$ cat config.mk
export PLATFORM = sky130hd
export DESIGN_NAME = oam_dma_arbiter_flat
export DESIGN_NICKNAME = d
export VERILOG_FILES = /design/src/rtl/oam_dma_arbiter_if.sv /design/src/rtl/oam_dma_arbiter.sv /design/src/flat_wrapper.sv
export SDC_FILE = /design/constraint.sdc
export NUM_CORES = 1
export LEC_CHECK = 0
export BUFFER_PORTS_ARGS = -buffer_cell sky130_fd_sc_hd__buf_2
export CAP_MARGIN = 30
export CORE_MARGIN = 5
export CORE_UTILIZATION = 30
export CTS_BUF_LIST = sky130_fd_sc_hd__clkbuf_16
export DETAILED_ROUTE_END_ITERATION = 10
export GPL_TIMING_DRIVEN = 0
export REMOVE_ABC_BUFFERS = 1
export SYNTH_ARGS = -nofsm -noshare
export SYNTH_HDL_FRONTEND = slang
export SYNTH_SLANG_ARGS = --single-unit
$ cat constraint.sdc
create_clock -name clk -period 1.3 [get_ports clk]
set_input_delay 0.065 -clock clk [delete_from_list [all_inputs] [get_ports clk]]
set_output_delay 0.065 -clock clk [all_outputs]
set_load 0.03 [all_outputs]
$ cat src/rtl/oam_dma_arbiter_if.sv
// CPU-side and system-bus-side signal bundle for the sprite DMA arbiter.
// master: CPU/memory environment; slave: the arbiter itself.
interface oam_dma_arbiter_if #(
  parameter int ADDR_N = 16,
  parameter int DATA_N = 8
);
  logic [ADDR_N-1:0] cpu_addr;
  logic [DATA_N-1:0] cpu_wdata;
  logic              cpu_we;
  logic [DATA_N-1:0] cpu_rdata;
  logic              cpu_rdy;
  logic [ADDR_N-1:0] bus_addr;
  logic [DATA_N-1:0] bus_wdata;
  logic              bus_we;
  logic [DATA_N-1:0] bus_rdata;
  logic              dma_active;

  modport master (
    output cpu_addr, cpu_wdata, cpu_we, bus_rdata,
    input  cpu_rdata, cpu_rdy, bus_addr, bus_wdata, bus_we, dma_active
  );

  modport slave (
    input  cpu_addr, cpu_wdata, cpu_we, bus_rdata,
    output cpu_rdata, cpu_rdy, bus_addr, bus_wdata, bus_we, dma_active
  );
endinterface

$ cat src/rtl/oam_dma_arbiter.sv
// Sprite (OAM) DMA controller and CPU/system-bus arbiter for the NES core.
// Optional macro DMA_ALIGN_EN adds the parity register and the ALIGN dummy cycle.
module oam_dma_arbiter #(
  parameter int              ADDR_N   = 16,
  parameter int              DATA_N   = 8,
  parameter logic [ADDR_N-1:0] DMA_REG  = 16'h4014,
  parameter logic [ADDR_N-1:0] DMA_DEST = 16'h2004
) (
  input  logic               clk,
  input  logic               reset,
  oam_dma_arbiter_if.slave   io
);
  localparam int CNT_N = ADDR_N - DATA_N;

  typedef enum logic [2:0] {
    ST_IDLE  = 3'd0,
    ST_HALT  = 3'd1,
    ST_READ  = 3'd2,
    ST_WRITE = 3'd3,
    ST_ALIGN = 3'd4
  } state_t;

  state_t             state_reg, state_next;
  logic [CNT_N-1:0]   counter_reg, counter_next;
  logic [DATA_N-1:0]  page_reg, page_next;
  logic [DATA_N-1:0]  buffer_reg, buffer_next;

  logic [ADDR_N-1:0]  bus_addr;
  logic [DATA_N-1:0]  bus_wdata;
  logic               bus_we;
  logic               cpu_rdy;
  logic               dma_active;
  logic               read_exit_direct;

`ifdef DMA_ALIGN_EN
  logic parity_reg;

  // Free-running cycle parity; READ must start on an even cycle.
  always_ff @(posedge clk) begin
    if (reset) begin
      parity_reg <= 1'b0;
    end else begin
      parity_reg <= ~parity_reg;
    end
  end

  assign read_exit_direct = parity_reg;
`else
  assign read_exit_direct = 1'b1;
`endif

  always_ff @(posedge clk) begin
    if (reset) begin
      state_reg   <= ST_IDLE;
      counter_reg <= '0;
      page_reg    <= '0;
      buffer_reg  <= '0;
    end else begin
      state_reg   <= state_next;
      counter_reg <= counter_next;
      page_reg    <= page_next;
      buffer_reg  <= buffer_next;
    end
  end

  always_comb begin
    state_next   = state_reg;
    counter_next = counter_reg;
    page_next    = page_reg;
    buffer_next  = buffer_reg;
    bus_addr     = io.cpu_addr;
    bus_wdata    = io.cpu_wdata;
    bus_we       = io.cpu_we;
    cpu_rdy      = 1'b0;
    dma_active   = 1'b1;

    case (state_reg)
      ST_IDLE: begin
        cpu_rdy    = 1'b1;
        dma_active = 1'b0;
        if (io.cpu_we && (io.cpu_addr == DMA_REG)) begin
          page_next    = io.cpu_wdata;
          counter_next = '0;
          state_next   = ST_HALT;
        end
      end

      ST_HALT: begin
        // Writes cannot be stalled, so only a read cycle ends the halt.
        if (!io.cpu_we) begin
          state_next = read_exit_direct ? ST_READ : ST_ALIGN;
        end
      end

`ifdef DMA_ALIGN_EN
      ST_ALIGN: begin
        bus_we     = 1'b0;
        state_next = ST_READ;
      end
`endif

      ST_READ: begin
        bus_addr    = {page_reg, counter_reg};
        bus_wdata   = buffer_reg;
        bus_we      = 1'b0;
        buffer_next = io.bus_rdata;
        state_next  = ST_WRITE;
      end

      ST_WRITE: begin
        bus_addr     = DMA_DEST;
        bus_wdata    = buffer_reg;
        bus_we       = 1'b1;
        counter_next = counter_reg + 1'b1;
        state_next   = (counter_reg == '1) ? ST_IDLE : ST_READ;
      end

      default: begin
        cpu_rdy    = 1'b1;
        dma_active = 1'b0;
        state_next = ST_IDLE;
      end
    endcase
  end

  assign io.cpu_rdata  = io.bus_rdata;
  assign io.cpu_rdy    = cpu_rdy;
  assign io.bus_addr   = bus_addr;
  assign io.bus_wdata  = bus_wdata;
  assign io.bus_we     = bus_we;
  assign io.dma_active = dma_active;

endmodule
$ cat src/flat_wrapper.sv
// flat-port wrapper written by rule: the top's interface ports become plain ports
module oam_dma_arbiter_flat 
#(
  parameter int              ADDR_N   = 16,
  parameter int              DATA_N   = 8,
  parameter logic [ADDR_N-1:0] DMA_REG  = 16'h4014,
  parameter logic [ADDR_N-1:0] DMA_DEST = 16'h2004
)
  (clk, reset, io_cpu_addr, io_cpu_wdata, io_cpu_we, io_bus_rdata, io_cpu_rdata, io_cpu_rdy, io_bus_addr, io_bus_wdata, io_bus_we, io_dma_active);
  oam_dma_arbiter_if #(.ADDR_N(ADDR_N), .DATA_N(DATA_N)) io_i ();
  input  logic clk;
  input  logic reset;
  input wire logic [$bits(io_i.cpu_addr)-1:0] io_cpu_addr;
  input wire logic [$bits(io_i.cpu_wdata)-1:0] io_cpu_wdata;
  input wire logic [$bits(io_i.cpu_we)-1:0] io_cpu_we;
  input wire logic [$bits(io_i.bus_rdata)-1:0] io_bus_rdata;
  output wire logic [$bits(io_i.cpu_rdata)-1:0] io_cpu_rdata;
  output wire logic [$bits(io_i.cpu_rdy)-1:0] io_cpu_rdy;
  output wire logic [$bits(io_i.bus_addr)-1:0] io_bus_addr;
  output wire logic [$bits(io_i.bus_wdata)-1:0] io_bus_wdata;
  output wire logic [$bits(io_i.bus_we)-1:0] io_bus_we;
  output wire logic [$bits(io_i.dma_active)-1:0] io_dma_active;
  assign io_i.cpu_addr = io_cpu_addr;
  assign io_i.cpu_wdata = io_cpu_wdata;
  assign io_i.cpu_we = io_cpu_we;
  assign io_i.bus_rdata = io_bus_rdata;
  assign io_cpu_rdata = io_i.cpu_rdata;
  assign io_cpu_rdy = io_i.cpu_rdy;
  assign io_bus_addr = io_i.bus_addr;
  assign io_bus_wdata = io_i.bus_wdata;
  assign io_bus_we = io_i.bus_we;
  assign io_dma_active = io_i.dma_active;
  oam_dma_arbiter #(.ADDR_N(ADDR_N), .DATA_N(DATA_N), .DMA_REG(DMA_REG), .DMA_DEST(DMA_DEST)) u_core (.clk(clk), .reset(reset), .io(io_i));
endmodule
==> impl.org, run 1 <==
** Power
- For this design the ratio of total power to cell area is roughly 820 nW/µm².
- The design draws 2.039 mW.
- Peak supply drop :: 0.0005993 V
- Summed over all cells, the static leakage comes to around 1.2 nW.

** Cells and area
- Layout cells sized above 1 :: 51.50%
- P&R area growth vs syn :: 68.50%
- For this run, the share of the core covered by cells in the final layout is 52.50%.
- The repair_antennas step left the layout with diodes totalling 0.
- The net count of the finished layout is 303.

** Synth
- Area fraction of the dominant cell type after synthesis :: 35.14%
- Counting flops and latches in the post-synthesis netlist gives 26.
- Post-synth top cells :: sky130_fd_sc_hd__nand2_1 (33), sky130_fd_sc_hd__dfxtp_1 (26), sky130_fd_sc_hd__inv_1 (17)
- Count of distinct cell types in the synthesized netlist :: 36
- Area leader, netlist :: sky130_fd_sc_hd__dfxtp_1
- The most used flip-flop cell after synthesis is sky130_fd_sc_hd__dfxtp_1.
- Yosys mapped a number of flops with a built-in enable equal to 0.
- For this run, the number of Yosys warnings is 0.
- Sequential area share after synthesis :: between 30% and 40%
- Sorting the synthesized cells by area gives the leading types as sky130_fd_sc_hd__dfxtp_1 (35%), sky130_fd_sc_hd__nand2_1 (8.4%), sky130_fd_sc_hd__mux2_2 (6.1%).
- Cell Area, Synth :: around 1500 µm²
- The cell count after synthesis came out at 192.
- Syn Area/Cell :: about 7.7 µm²
- Yosys instantiated no cell more often than sky130_fd_sc_hd__nand2_1.
- For this run, asynchronously set or reset flops after synthesis account for 0%.

** Timing
- Setup repair after global routing could not meet its margin everywhere.
- For this run, the top clock speed supported by timing is roughly 0.64 GHz.
- The count of final hold-check violations is 0.
- After layout, the worst path uses 120.3% of the clock period.
- Subtracting the final worst setup slack from the clock period gives between 1.5 and 2 ns.
- Setup violations remaining at the end of the flow were counted as between 40 and 50.
- Slew Limit Fails :: 0
- In this run the tightest slew margin relative to its limit is 64.42%.
- Setup slack on the critical path of the routed design comes to -0.2634 ns.
- Across the routed clock network, the largest skew measured is roughly 0.0035 ns.
- Slew at the pin closest to its max-slew limit :: around 0.53 ns

** Critical path
- Of all nets on the critical path, the largest fanout is 6.
- STA classifies the critical path endpoint as a register.
- Data arrival time at the worst-slack endpoint :: about 1.7 ns
- Traced cell by cell, the critical path runs through buf_16 > or2_4 > nor3_4 > buf_6 > mux2i_1 > nor2_1.
- Cell with the largest stage delay on the worst path :: sky130_fd_sc_hd__dfxtp_4
- Worst Path Buf+Inv :: 2
- The worst setup path is launched from a register.
- The kind of cell with the highest combined delay along the critical path is simple AND/OR/NAND/NOR gates.
- For this run, the slowest stage of the critical path takes 0.36 ns.
- The worst setup path is of the register to register kind.
- Data on the critical path is required at its endpoint by approximately 1.4 ns.

** Worst hold path
- The path class of the tightest hold or removal check is input pin to register.

** Drt
- Dividing the detail-routed wire length by the instance count gives 14.14 µm.
- Wires add up to about 4700 µm.
- Antenna violation net count after detailed routing :: 0
- The first detailed-routing pass ran for 4 iterations.
- First DRT Iteration DRCs :: 82
- Detailed routing inserted a total of approximately 1600 vias.
- Remaining routing DRC violations :: 0
- In the routed layout, each cell is associated on average with a via count of between 4 and 5.

** Floorplan
- Number of standard-cell rows in the floorplan :: 25
- Height of the chip :: about 80 µm
- Num ports :: 70
- Core box area :: roughly 4800 µm²
- Die area :: ~6400 µm²
- The initial utilization of the core area, before any placement, comes to 31.16%.
- From left edge to right edge, the die measures between 80 and 90 µm.

** CTS
- Clock buffers created by TritonCTS :: 3
- The tree is rooted in a sky130_fd_sc_hd__clkbuf_16.
- After clock tree synthesis, the clock-pin slew on the worst setup and hold paths is around 0.070 ns.
- Hold repair after CTS inserted 0 buffers.
- Clock Tree Buf Depth :: 2
- H-Tree Depth :: 1
- CTS sink cnt :: 26
- At the later pin of the worst-skew pair, clock insertion delay measures 0.26 ns.
- TritonCTS clock tree :: built

** Global route
- Entering global routing, the biggest net connects 28 pins.
- The first global-routing pass estimated between 7000 and 8000 µm of wire.
- Total track usage :: between 10 and 15%
- Global routing finished with a remaining overflow of 0.
- The number of global-route vias before repair was between 1500 and 2000.
- The number of antenna violations at the first check in global routing came to 0.

** Status
- The run finished, with violations left.
- The final reports fail on setup timing.

** Place
- Count of buffers inserted at the top-level ports :: 69
- Hpwl dp :: 3032 µm
- Global placement routability congestion :: 0.7290

** Flow run
- Number of max-cap violations :: 0
==> stage by stage <==
stage               setup TNS (ns)  hold WS, ns  cell area [µm²]  cells  setup slack, ns
floorplan                   -29.71       0.1300             1366    172          -0.8442
global route                -9.743      0.04335             2496    333          -0.3497
finish                      -7.266      0.04685             2496    333          -0.2634
global placement            -61.77       0.3166             1795    308           -1.715
CTS                         -5.492      0.04299             2271    328          -0.1856
detailed placement          -26.87       0.3211             1837    310          -0.8324
==> final cells by class <==
type	count	area [µm²]
clock inverters	1	30.03
inverters	17	63.81
fillers	443	2258
flip-flops and latches	26	525.5
multi-input cells	130	988.4
well taps	67	83.83
clock buffers	3	75.07
repair buffers	89	729.5
==> tightest hold or removal path, delay by kind of cell <==
kind / cells / cell delay [ns]
AND/OR/NAND/NOR: 1 / 0.05
AO/OA/AOI/OAI: 1 / 0.05
buffers and inverters: 1 / 0.10
==> cells in the final DEF, fill, tap and decap left out, types with 2 or more instances in the layout <==
cell type                   count
sky130_fd_sc_hd__buf_4         15
sky130_fd_sc_hd__inv_1         16
sky130_fd_sc_hd__buf_16         2
sky130_fd_sc_hd__nor4b_2        2
sky130_fd_sc_hd__nor2_1        11
sky130_fd_sc_hd__nand2_4        8
sky130_fd_sc_hd__o21ai_4        3
sky130_fd_sc_hd__nor2b_4        2
sky130_fd_sc_hd__mux2i_1        8
sky130_fd_sc_hd__nand2_2        3
sky130_fd_sc_hd__clkbuf_16      3
sky130_fd_sc_hd__o21ai_2        7
sky130_fd_sc_hd__dfxtp_1       24
sky130_fd_sc_hd__a211oi_1       2
sky130_fd_sc_hd__or2_4          2
sky130_fd_sc_hd__a21oi_1       14
sky130_fd_sc_hd__nor3_1         3
sky130_fd_sc_hd__nand4_1        4
sky130_fd_sc_hd__o21ai_1        6
sky130_fd_sc_hd__nand3_1        2
sky130_fd_sc_hd__a311oi_2       2
sky130_fd_sc_hd__buf_6         25
sky130_fd_sc_hd__nand3b_1       3
sky130_fd_sc_hd__o21a_1         2
sky130_fd_sc_hd__mux2_4         8
sky130_fd_sc_hd__buf_2         44
sky130_fd_sc_hd__nand2_1       22
sky130_fd_sc_hd__o22a_1         2
sky130_fd_sc_hd__buf_12         3
==> worst paths after layout <==
kind / from / to / slack (ns) / cells after the start
max reg2reg: u_core.state_reg[1]$_SDFFE_PP0P_ / u_core.page_reg[4]$_SDFFE_PP0P_ / -0.26 / 6
min: io_bus_rdata[6] / u_core.buffer_reg[6]$_SDFFE_PP0P_ / 0.05 / 3
max: u_core.state_reg[1]$_SDFFE_PP0P_ / u_core.page_reg[4]$_SDFFE_PP0P_ / -0.26 / 6
min reg2reg: u_core.buffer_reg[6]$_SDFFE_PP0P_ / u_core.buffer_reg[6]$_SDFFE_PP0P_ / 0.46 / 2
==> power breakdown <==
part / leakage, nW / internal (mW) / switching [mW]
Sequential: 0.211 / 0.794 / 0.00000443
Clock: 0.0511 / 0.612 / 0.279
Combinational: 0.903 / 0.149 / 0.204
Total: 1.17 / 1.56 / 0.483
==> per-layer routing <==
| metal | vias up | GRT usage [%] | part of all wire [%] |
|---|---|---|---|
| met5 | - | 0 | 0 |
| met4 | 0 | 2.365 | 0.79 |
| met3 | 4 | 3.700 | 4.9 |
| met2 | 48 | 26.90 | 52 |
| met1 | 719 | 17.81 | 42 |
| li1 | 793 | - | - |
==> repair_timing <==
action / CTS / global route
gates resized for setup: 68 / 51
setup buffers: 12 / 5
cloned: 2 / 0
setup endpoints to repair: 52 / 44
pin swaps: 2 / 13
==> logic make-up after synthesis <==
| family | after synthesis | synth area share [%] |
|---|---|---|
| simple gates | 69 | 23.14 |
| fa+ha+maj | 1 | 0.8445 |
| xor+xnor | 1 | 0.5913 |
| compound gates | 42 | 16.72 |
| mux | 16 | 11.49 |
| flops | 26 | 35.14 |
| buf+inv | 37 | 12.08 |
(Power assumes the default switching activity.)
==> run 2, diff against run 1 <==
PLACE_DENSITY = 0.65   (was not set)
==> run 2 against run 1 <==
The flow still finishes with violations (setup timing). Hold slack about the same. Utilization decreased by 3.8 points. Critical path depth is 1 lower. Register-to-register slack better by 0.05 ns. Clock skew decreased by 0.0013 ns. First-iteration DRC count shrank 2.4%. Final cell count fell by 0.30%. Die area stayed put. Maximum frequency rose by 3.5%. Non-clock buffer count unchanged. Critical endpoint is now io_bus_wdata[0]. Highest routed layer unchanged.
==> impl.org, run 2 (synthesized netlist as in run 1, its figures left out) <==
** Cells and area
- Leading cell types in the layout, fill and taps excluded :: sky130_fd_sc_hd__buf_2 (46), sky130_fd_sc_hd__nand2_1 (29), sky130_fd_sc_hd__dfxtp_1 (24)
- Post-layout util :: 48.74% (-3.8 points)
- Antenna diode count :: 0 (unchanged)
- The post-layout net count came to 303 (unchanged).
- From synthesis to final layout, the design area changed by 56.42%.
- Cell Count, Final, Fillers Out :: 332 (-0.30%)
- The library cell used most frequently in the layout, excluding fill and tap cells, is sky130_fd_sc_hd__buf_2.
- Filler Cells Inserted :: 454 (+2.5%)
- Layout cells sized above 1 :: 48.68% (-2.8 points)

** Place
- Count of buffers inserted at the top-level ports :: 69 (unchanged)
- The placement-stage worst setup slack came to -0.8446 ns (-0.01229 ns).
- The estimated wirelength of the detail-placed design is 2989 µm (-1.4%).
- The last weighted congestion value of the routability-driven placer is 0.8229 (+13%).
- The instance count after placement with tap cells included is 310 (unchanged).

** Worst hold path
- The cell depth of the worst hold path was 3 (unchanged).
- In this run the most critical hold path is launched from io_bus_rdata[2].
- Min-Delay Path Class :: input pin to register
- The worst hold path terminates at u_core.buffer_reg[2]$_SDFFE_PP0P_.

** Drt
- Antenna violation net count after detailed routing :: 0 (unchanged)
- The initial detailed-routing violation count was 80 (-2.4%).
- The average vias per placed instance was 4.717 (+0.43%).
- Post-DR wirelength/cell :: 13.86 µm (-2.0%)
- Remaining routing DRC violations :: 0 (unchanged)
- The overall via count from detail_route was 1566 (+0.13%).
- Drt pass-1 iters :: 4 (unchanged)
- Drt total wl :: 4601 µm (-2.3%)

** Critical path
- Data arrival time at the worst-slack endpoint :: 1.45 ns (-0.24 ns)
- The required time of the critical path came to 1.24 ns (-0.19 ns).
- In this run the worst setup path begins at u_core.state_reg[1]$_SDFFE_PP0P_.
- Setup slack of the worst register-to-register path :: -0.21 ns (+0.05 ns)
- CP startpoint kind :: register
- Type of the worst setup path :: register to output pin
- The worst register-to-register path ends at u_core.page_reg[7]$_SDFFE_PP0P_.
- Worst Setup End Kind :: output pin
- The number of cell instances on the worst register-to-register path was 6 (unchanged).
- Launching point of the worst reg2reg path :: u_core.state_reg[1]$_SDFFE_PP0P_
- The maximum fanout along the worst path came to 9 (+3).

** Global route
- The global-route wire length before repair came to 7010 µm (-5.9%).
- Pin count of the biggest net entering global routing :: 28 (unchanged)
- The number of global-route vias before repair came to 1512 (-4.5%).
- Total global routing overflow :: 0 (unchanged)
- Antenna violations before repair :: 0 (unchanged)
- Total track usage :: 13.77% (-1.1 points)

** CTS
- The clock latency of the later-clocked register in the worst-skew pair is 0.26 ns (about the same).
- TritonCTS clock tree :: built
- The CTS buffer count is 3 (unchanged).
- The post-CTS clock slew at the launch and capture registers of the worst setup and hold paths came to 0.06 ns (about the same).
- Number of buffers added to fix hold violations after cts :: 0 (unchanged)
- H-Tree Depth :: 1 (unchanged)
- CTS placed an instance of sky130_fd_sc_hd__clkbuf_16 at the clock tree root.
- Clock Tree Buf Depth :: 2 (unchanged)
- The number of clock sinks was 26 (unchanged).

** Floorplan
- Core box area :: 4755 µm² (unchanged)
- Num ports :: 70 (unchanged)
- Floorplan die width :: 80.27 µm (unchanged)
- Number of standard-cell rows in the floorplan :: 25 (unchanged)
- Die area :: 6443 µm² (unchanged)
- The vertical extent of the die came to 80.27 µm (unchanged).
- Starting Density :: 31.16% (unchanged)

** Status
- The final reports fail on setup timing.
- The flow ran to the end, but the final reports show violations.

** Power
- Leakage power summed over all cells :: 0.9824 nW (-16%)
- The post-route total power came to 1.807 mW (-11%).
- Peak supply drop :: 0.0006098 V (+1.8%)
- Total power divided by cell area :: 780.0 nW/µm² (-4.5%)

** Flow run
- Number of max-cap violations :: 0 (unchanged)

** Timing
- The worst max-slew margin expressed relative to the limit was 65.12% (+0.70 points).
- Final cycle utilization of the critical path :: 116.2% (-4.1 points)
- The count of final hold-check violations was 0 (unchanged).
- Final worst clock skew :: 0.002202 ns (-0.001252 ns)
- The slew at the pin with the worst max-slew slack was 0.5232 ns (-0.01057 ns).
- Final WS setup :: -0.2101 ns (+0.05331 ns)
- The time the worst path needs with I/O delays and setup came to 1.510 ns (-0.05331 ns).
- Setup repair after global routing could not meet its margin everywhere.
- Fmax achieved :: 0.6622 GHz (+3.5%)
- Slew Limit Fails :: 0 (unchanged)
- The count of endpoints failing setup in the final report came to 42 (unchanged).
-- run 2: cell types whose count changed in the layout (fill, tap and decap cells not counted), sizes merged --
cell / before / now
bufinv: 1 / 0
-- run 2: power breakdown --
part / switching (mW) / internal [mW]
Combinational: 0.201 / 0.137
Sequential: 0.00000381 / 0.792
Clock: 0.269 / 0.408
-- run 2: final cells by class --
| cell class | count | area, µm² | area share [%] |
|---|---|---|---|
| inverters | 17 | 63.81 | 2.754 |
| flip-flops and latches | 26 | 528.0 | 22.79 |
| clock buffers | 3 | 75.07 | 3.240 |
| multi-input cells | 130 | 905.9 | 39.09 |
| repair buffers | 89 | 660.6 | 28.51 |
| well taps | 67 | 83.83 | 3.618 |
-- run 2: worst max-delay path by stage --
stage,end,slack [ns],cells after the start
6_report,io_bus_wdata[0],-0.21,5
5_1_grt,u_core.page_reg[7]$_SDFFE_PP0P_,-0.29,6
2_1_floorplan,u_core.counter_reg[6]$_SDFFE_PP0P_,-0.84,4
3_3_place_gp,io_bus_addr[6],-1.61,4
3_5_place_dp,io_bus_addr[14],-0.84,5
4_1_cts,u_core.page_reg[3]$_SDFFE_PP0P_,-0.19,6
-- run 2: timing repair --
action                                  in CTS  in global routing
resized for setup                           55                 37
buffers inserted                            12                  5
pin swaps                                    2                  6
endpoints found under the setup margin      52                 44
gates cloned                                 2                  0
-- run 2: critical path: stages (launching register included) --
cell                      delay, ns
sky130_fd_sc_hd__dfxtp_4       0.36
sky130_fd_sc_hd__buf_16        0.14
sky130_fd_sc_hd__buf_4         0.13
sky130_fd_sc_hd__buf_4         0.12
sky130_fd_sc_hd__mux2_4        0.29
sky130_fd_sc_hd__buf_6         0.14
-- run 2: metal layers --
metal | wire (µm) | global-route usage, % | part of all wire, % | vias to the layer above
met4 | 52 | 5.068 | 1.1 | 0
met5 | 0 | 0 | 0 | -
met1 | 1933 | 17.02 | 42 | 716
met3 | 284 | 2.578 | 6.2 | 6
met2 | 2331 | 23.59 | 51 | 55
li1 | - | - | - | 789
-- run 2: per-stage QoR --
step                TNS, ns  area [µm²]  hold slack (ns)
floorplan            -29.71        1366           0.1300
global placement     -58.53        1795           0.3151
detailed placement   -29.18        1837           0.3209
CTS                  -5.081        2173          0.05046
global route         -7.937        2317          0.04619
finish               -5.275        2317          0.04667
